### src/rtl/pmem_arbiter_rr.sv
// N-port line-granular arbiter in front of a single physical-memory / L2 port.
// One transaction in flight at a time; round-robin or fixed-priority grant.
module pmem_arbiter_rr #(
  parameter int NUM_PORTS = 2,
  parameter int ADDR_W    = 16,
  parameter int LINE_W    = 128,
  parameter int POLICY    = 0
) (
  input  logic                           clk,
  input  logic                           rst,
  input  logic [NUM_PORTS-1:0]           req_read,
  input  logic [NUM_PORTS-1:0]           req_write,
  input  logic [NUM_PORTS*ADDR_W-1:0]    req_address,
  input  logic [NUM_PORTS*LINE_W-1:0]    req_wdata,
  output logic [NUM_PORTS-1:0]           req_resp,
  output logic [LINE_W-1:0]              req_rdata,
  input  logic                           pmem_resp,
  input  logic [LINE_W-1:0]              pmem_rdata,
  output logic                           pmem_read,
  output logic                           pmem_write,
  output logic [ADDR_W-1:0]              pmem_address,
  output logic [LINE_W-1:0]              pmem_wdata,
  output logic                           grant_valid,
  output logic [$clog2(NUM_PORTS)-1:0]   grant_idx
);
  localparam int IW = $clog2(NUM_PORTS);

  typedef enum logic {IDLE, BUSY} state_t;

  state_t                           state, state_nxt;
  logic [IW-1:0]                    last_grant, winner, idx;
  logic [NUM_PORTS-1:0]             req;
  logic [NUM_PORTS-1:0][ADDR_W-1:0] addr_arr;
  logic [NUM_PORTS-1:0][LINE_W-1:0] wdata_arr;

  assign req         = req_read | req_write;
  assign addr_arr    = req_address;
  assign wdata_arr   = req_wdata;
  assign req_rdata   = pmem_rdata;
  assign grant_valid = (state == BUSY);

  // Scan from the far end toward the preferred port so the last hit is the winner.
  always_comb begin
    winner = '0;
    idx    = '0;
    if (POLICY == 1) begin
      for (int i = NUM_PORTS-1; i >= 0; i--) begin
        idx = IW'(i);
        if (req[idx]) winner = idx;
      end
    end else begin
      for (int off = NUM_PORTS; off >= 1; off--) begin
        idx = IW'((int'(last_grant) + off) % NUM_PORTS);
        if (req[idx]) winner = idx;
      end
    end
  end

  always_comb begin
    state_nxt    = state;
    pmem_read    = 1'b0;
    pmem_write   = 1'b0;
    pmem_address = '0;
    pmem_wdata   = '0;
    req_resp     = '0;
    case (state)
      IDLE: if (|req) state_nxt = BUSY;
      BUSY: begin
        // Mux follows the granted port even if it drops its request early.
        pmem_read    = req_read[grant_idx];
        pmem_write   = req_write[grant_idx];
        pmem_address = addr_arr[grant_idx];
        pmem_wdata   = wdata_arr[grant_idx];
        if (pmem_resp) begin
          req_resp[grant_idx] = 1'b1;
          state_nxt           = IDLE;
        end
      end
      default: state_nxt = IDLE;
    endcase
  end

  always_ff @(posedge clk or posedge rst) begin
    if (rst) begin
      state      <= IDLE;
      last_grant <= IW'(NUM_PORTS-1);
      grant_idx  <= '0;
    end else begin
      state <= state_nxt;
      if (state == IDLE && |req) begin
        grant_idx  <= winner;
        last_grant <= winner;
      end
    end
  end

endmodule

### config.mk
export PLATFORM = sky130hd
export DESIGN_NAME = pmem_arbiter_rr
export DESIGN_NICKNAME = d
export VERILOG_FILES = /design/src/rtl/pmem_arbiter_rr.sv
export SDC_FILE = /design/constraint.sdc
export NUM_CORES = 1
export LEC_CHECK = 0
export ABC_CLOCK_PERIOD_IN_PS = 1270
export BUFFER_PORTS_ARGS = -buffer_cell sky130_fd_sc_hd__buf_2
export CAP_MARGIN = 20
export CORE_AREA = 2 2 276 278
export CTS_CLUSTER_SIZE = 20
export DETAILED_ROUTE_END_ITERATION = 7
export DIE_AREA = 0 0 278 280
export GPL_TIMING_DRIVEN = 0
export PLACE_DENSITY_LB_ADDON = 0.3
export SETUP_SLACK_MARGIN = 0.15
export SLEW_MARGIN = 10
export SYNTH_ARGS = -nofsm -noshare
export SYNTH_HDL_FRONTEND = slang
export SYNTH_SLANG_ARGS = --single-unit
### constraint.sdc
create_clock -name clk -period 1.27 [get_ports clk]
set_input_delay 0.127 -clock clk [delete_from_list [all_inputs] [get_ports clk]]
set_output_delay 0.127 -clock clk [all_outputs]
set_load 0.02 [all_outputs]
* Word-level counts from Yosys, hierarchy flattened *
Index checks and enable logic that the tools add are counted.

storage, ports and cells
  logic and storage cells = 39
  flip-flop bits (word level) = 3

cells by class
  reductions and logical operators = 3
  $lt $le $gt $ge = 4
  add/sub/neg operators = 2
  multiplexer cells = 25
  bitwise logic cells = 2

operator list
  operator             number
  $mux 128             3
  $mux 16              3
  $mux 1               15
  $lt 1x2->1 const B   3
  $mux 2               2
  $add 1x1->1 const B  2
  $logic_and 1x1->1    2
  $or 2x2->2           1
  $pmux 1 s2           1
  $reduce_or 2->1      1
  $demux 1 s1          1
  $ge 1x1->1 const B   1
  $not 1->1            1

* Longest topological paths before layout *
  depth in word-level cells = 6
  gate-level depth with buffers = 5
  mapped depth without buffers = 2

* Worst setup path after synthesis *
No wires, ideal clock.

  kind = reg-to-output
  from = register grant_idx
  to = output port pmem_wdata[100]
  buffers on the path = 3
  required time = 1.143 ns
  slack = -0.200 ns
  stages on the path, launching flop included = 6
  arrival = 1.343 ns
  cell sequence = dfrtp_1 -> buf_4 -> buf_12 -> buf_12 -> mux2i_1 -> nor2b_1

between the ends
  cells in the longest elaborated chain, start to end = 3

RTL lines
  element                                       RTL line  text
  start: declaration                            24        output logic [$clog2(NUM_PORTS)-1:0] grant_idx
  start signal: assignment                      91        grant_idx <= winner;
  $mux 128 (not written as such) (2 in series)  73        pmem_wdata = wdata_arr[grant_idx];
  $mux 128                                      66        case (state)
  end: declaration                              22        output logic [LINE_W-1:0] pmem_wdata,

No other way between the ends. The select of a mux whose other input is x is not followed.

* Final worst setup path *
  from = register grant_idx
  to = output port pmem_wdata[49]

Same word-level chain as after synthesis.

==> results.cfg <==
[sta]
drv_slew = 0
rsz0062_at_grt = yes
slew_headroom_pct = 79.2
worst_slack_ns = -0.542
layout_worst_path_cycle_share_pct = 143
fin_skew_ns = 0.000100
holdWs_ns = 0.224
tightest_slew_ns = 0.312
setup-tns-final_ns = -63.33
finalSetupViolCount = 148
max_freq_mhz = 552
final_hold_viol_count = 0
fin_crit_ns = 1.81

[run]
drv_cap = 0

[min_path]
hold_class = input port to flop
worstHoldStart = req_read[0]

[floorplanning]
die_w_um = 278
num_rows = 101
die_h_um = 280
start_util_pct = 5.10
core_um2 = 75200
fp.dieArea_um2 = 77800
ioPinCount = 701

[detailed_routing]
route.vias.total = 5422
drt_wl_total_mm = 25.4
drtPass1Iterations = 4
drc_errors = 0
routedWlPerCell_um = 12.4
ant_nets = 0
drt_iter0_drc = 51
via_per_inst = 2.65

[layout]
syn_to_final_growth_pct = 160
instances_no_fill = 2045
seq_area_um2 = 78.8
multi_input_comb_area_um2 = 3230
num-fill-cells = 8562
stdcell_area_um2 = 9980
drive_gt1_share_pct = 91.6
fin_nets = 1488
final_core_util_pct = 13.3

[yosys]
synth-main-ff-cell = dfrtp_1
synth_cells = 468
ys_warn_count = 0
syn-num-nets = 891
syn_avg_cell_area_um2 = 8.19
synth_edf_count = 0
syn_area_um2 = 3830
async_reset_ff_share_pct = 100
ys_ff_latch = 3
synth_cell_types = 18
ys_seq_area_share_pct = 1.99

[clock_network]
cts_sinks = 3
cts_tree = done
ctsRootBufferMaster = clkbuf_16
cts_buffers = 3
clk_path_buf_depth = 2
clk_latency_ns = 0.22
ctsHtreeMaxLevel = 1
clk_pin_slew_ns = 0.03

[placement]
gp_congestion = 0.729
dpl-instance-area_um2 = 8320
portBuffers = 572
dp_hpwl_mm = 20.3
dp.cells = 2018
pre_cts_ws_ns = -1.26

[setup_path]
crit_start = grant_idx
r2r-start = grant_idx
path_cells = buf_12 > buf_16 > buf_12 > mux2i_2 > nor2b_4 > buf_6
cp_common_cell = buf_12
critPathKind = flop to output pin
slowest_delay_ns = 0.41
setup.worst_path.end_class = output pin
worst_ep_arrival_time_ns = 1.69
worstPathMaxFanout = 10
cpMaxStageDelayCell = dfrtp_2
startpoint_type = flop
worstPathRequired_ns = 1.14

[global_routing]
grt_pass1_wl_mm = 31.9
gr-total-overflow = 0
track_usage_pct = 5.40
antenna_found_initial = 2
grt_pass1_vias = 5378
grt_max_degree = 11

[power_and_ir_drop]
vdd_ir_drop_max_uv = 539
power_density_nw_per_um2 = 895
leakagePower_nw = 5.01
power.total_mw = 8.93

[outcome]
status = finished with violations
violations = negative setup slack
report_power, final:
group / internal, mW / switching [mW]
logic: 4.37 / 3.93
registers: 0.120 / 0.0190
clock network: 0.414 / 0.0799
kinds of logic (layout without fill, tap and decap cells):
kind of cell	count (synthesis)	count (layout)	synth area share, %
simple gates	150	150	24.3
other cells	0	3	0
compound gates	5	5	1.04
flops	3	3	1.99
buf+inv	163	759	34.3
mux	147	147	38.4
cells in the mapped netlist, types with 2 or more instances:
| cell | count | area [um2] |
|---|---|---|
| dfrtp_1 | 2 | 50.1 |
| mux2i_1 | 147 | 1470 |
| inv_1 | 2 | 7.51 |
| nor2b_1 | 146 | 913 |
| o21bai_1 | 2 | 15.0 |
| buf_4 | 131 | 983 |
| clkbuf_1 | 14 | 52.6 |
| buf_8 | 2 | 30.0 |
| buf_2 | 2 | 10.0 |
| nor2_1 | 2 | 7.51 |
| buf_12 | 11 | 220 |
routing by layer:
metal  routed length [um]  track usage [%]  vias up
met3                 1660            0.683       36
met2                13500             10.8      387
met5                    0                0        -
met4                  970             2.05        0
met1                 9310             5.67     2387
li1                     -                -     2612
layout by cell type, fill, tap and decap left out, types with 10 or more instances in the layout:
| master | count |
|---|---|
| mux2i_4 | 16 |
| nor2b_2 | 143 |
| buf_6 | 106 |
| mux2i_2 | 51 |
| buf_4 | 140 |
| mux2i_1 | 80 |
| buf_2 | 459 |
| buf_12 | 19 |
| clkbuf_2 | 10 |
final timing paths:
| check | endpoint | slack (ns) | cells after the start |
|---|---|---|---|
| setup / recovery | pmem_wdata[49] | -0.54 | 6 |
| hold / removal | last_grant | 0.22 | 3 |
| setup reg to reg | grant_idx | 0.07 | 5 |
| hold reg to reg | last_grant | 0.48 | 1 |
| max in group asynchronous | last_grant | 0.73 | 3 |
| min in group asynchronous | grant_valid | 0.32 | 3 |
state kept, by name (all words and copies together), names as in the netlist:
register and flops:
grant_valid 1, last_grant 1, grant_idx 1
critical path: cells and delay by family (launching register included):
| family | cells | cell delay, ns |
|---|---|---|
| buf+inv | 4 | 0.64 |
| flops | 1 | 0.41 |
| mux | 1 | 0.16 |
| simple gates | 1 | 0.22 |
cell type report:
| type | instances | area share [%] |
|---|---|---|
| diodes | 3 | 0.0752 |
| plain buffers | 161 | 14.2 |
| clock buffers | 4 | 0.789 |
| inverters | 2 | 0.100 |
| multi-input cells | 302 | 32.4 |
| flip-flops and latches | 3 | 0.789 |
| well taps | 978 | 12.3 |
| repair buffers | 592 | 39.4 |
repair_timing:
| action | in CTS | in global routing |
|---|---|---|
| setup endpoints to repair | 151 | 150 |
| hold buffers | 1 | 0 |
| buffers inserted | 9 | 1 |
| gates resized for setup | 244 | 101 |
| cloned | 5 | 4 |
| hold endpoints to repair | 3 | 0 |
Note: power is estimated with default switching activity, not from simulation.
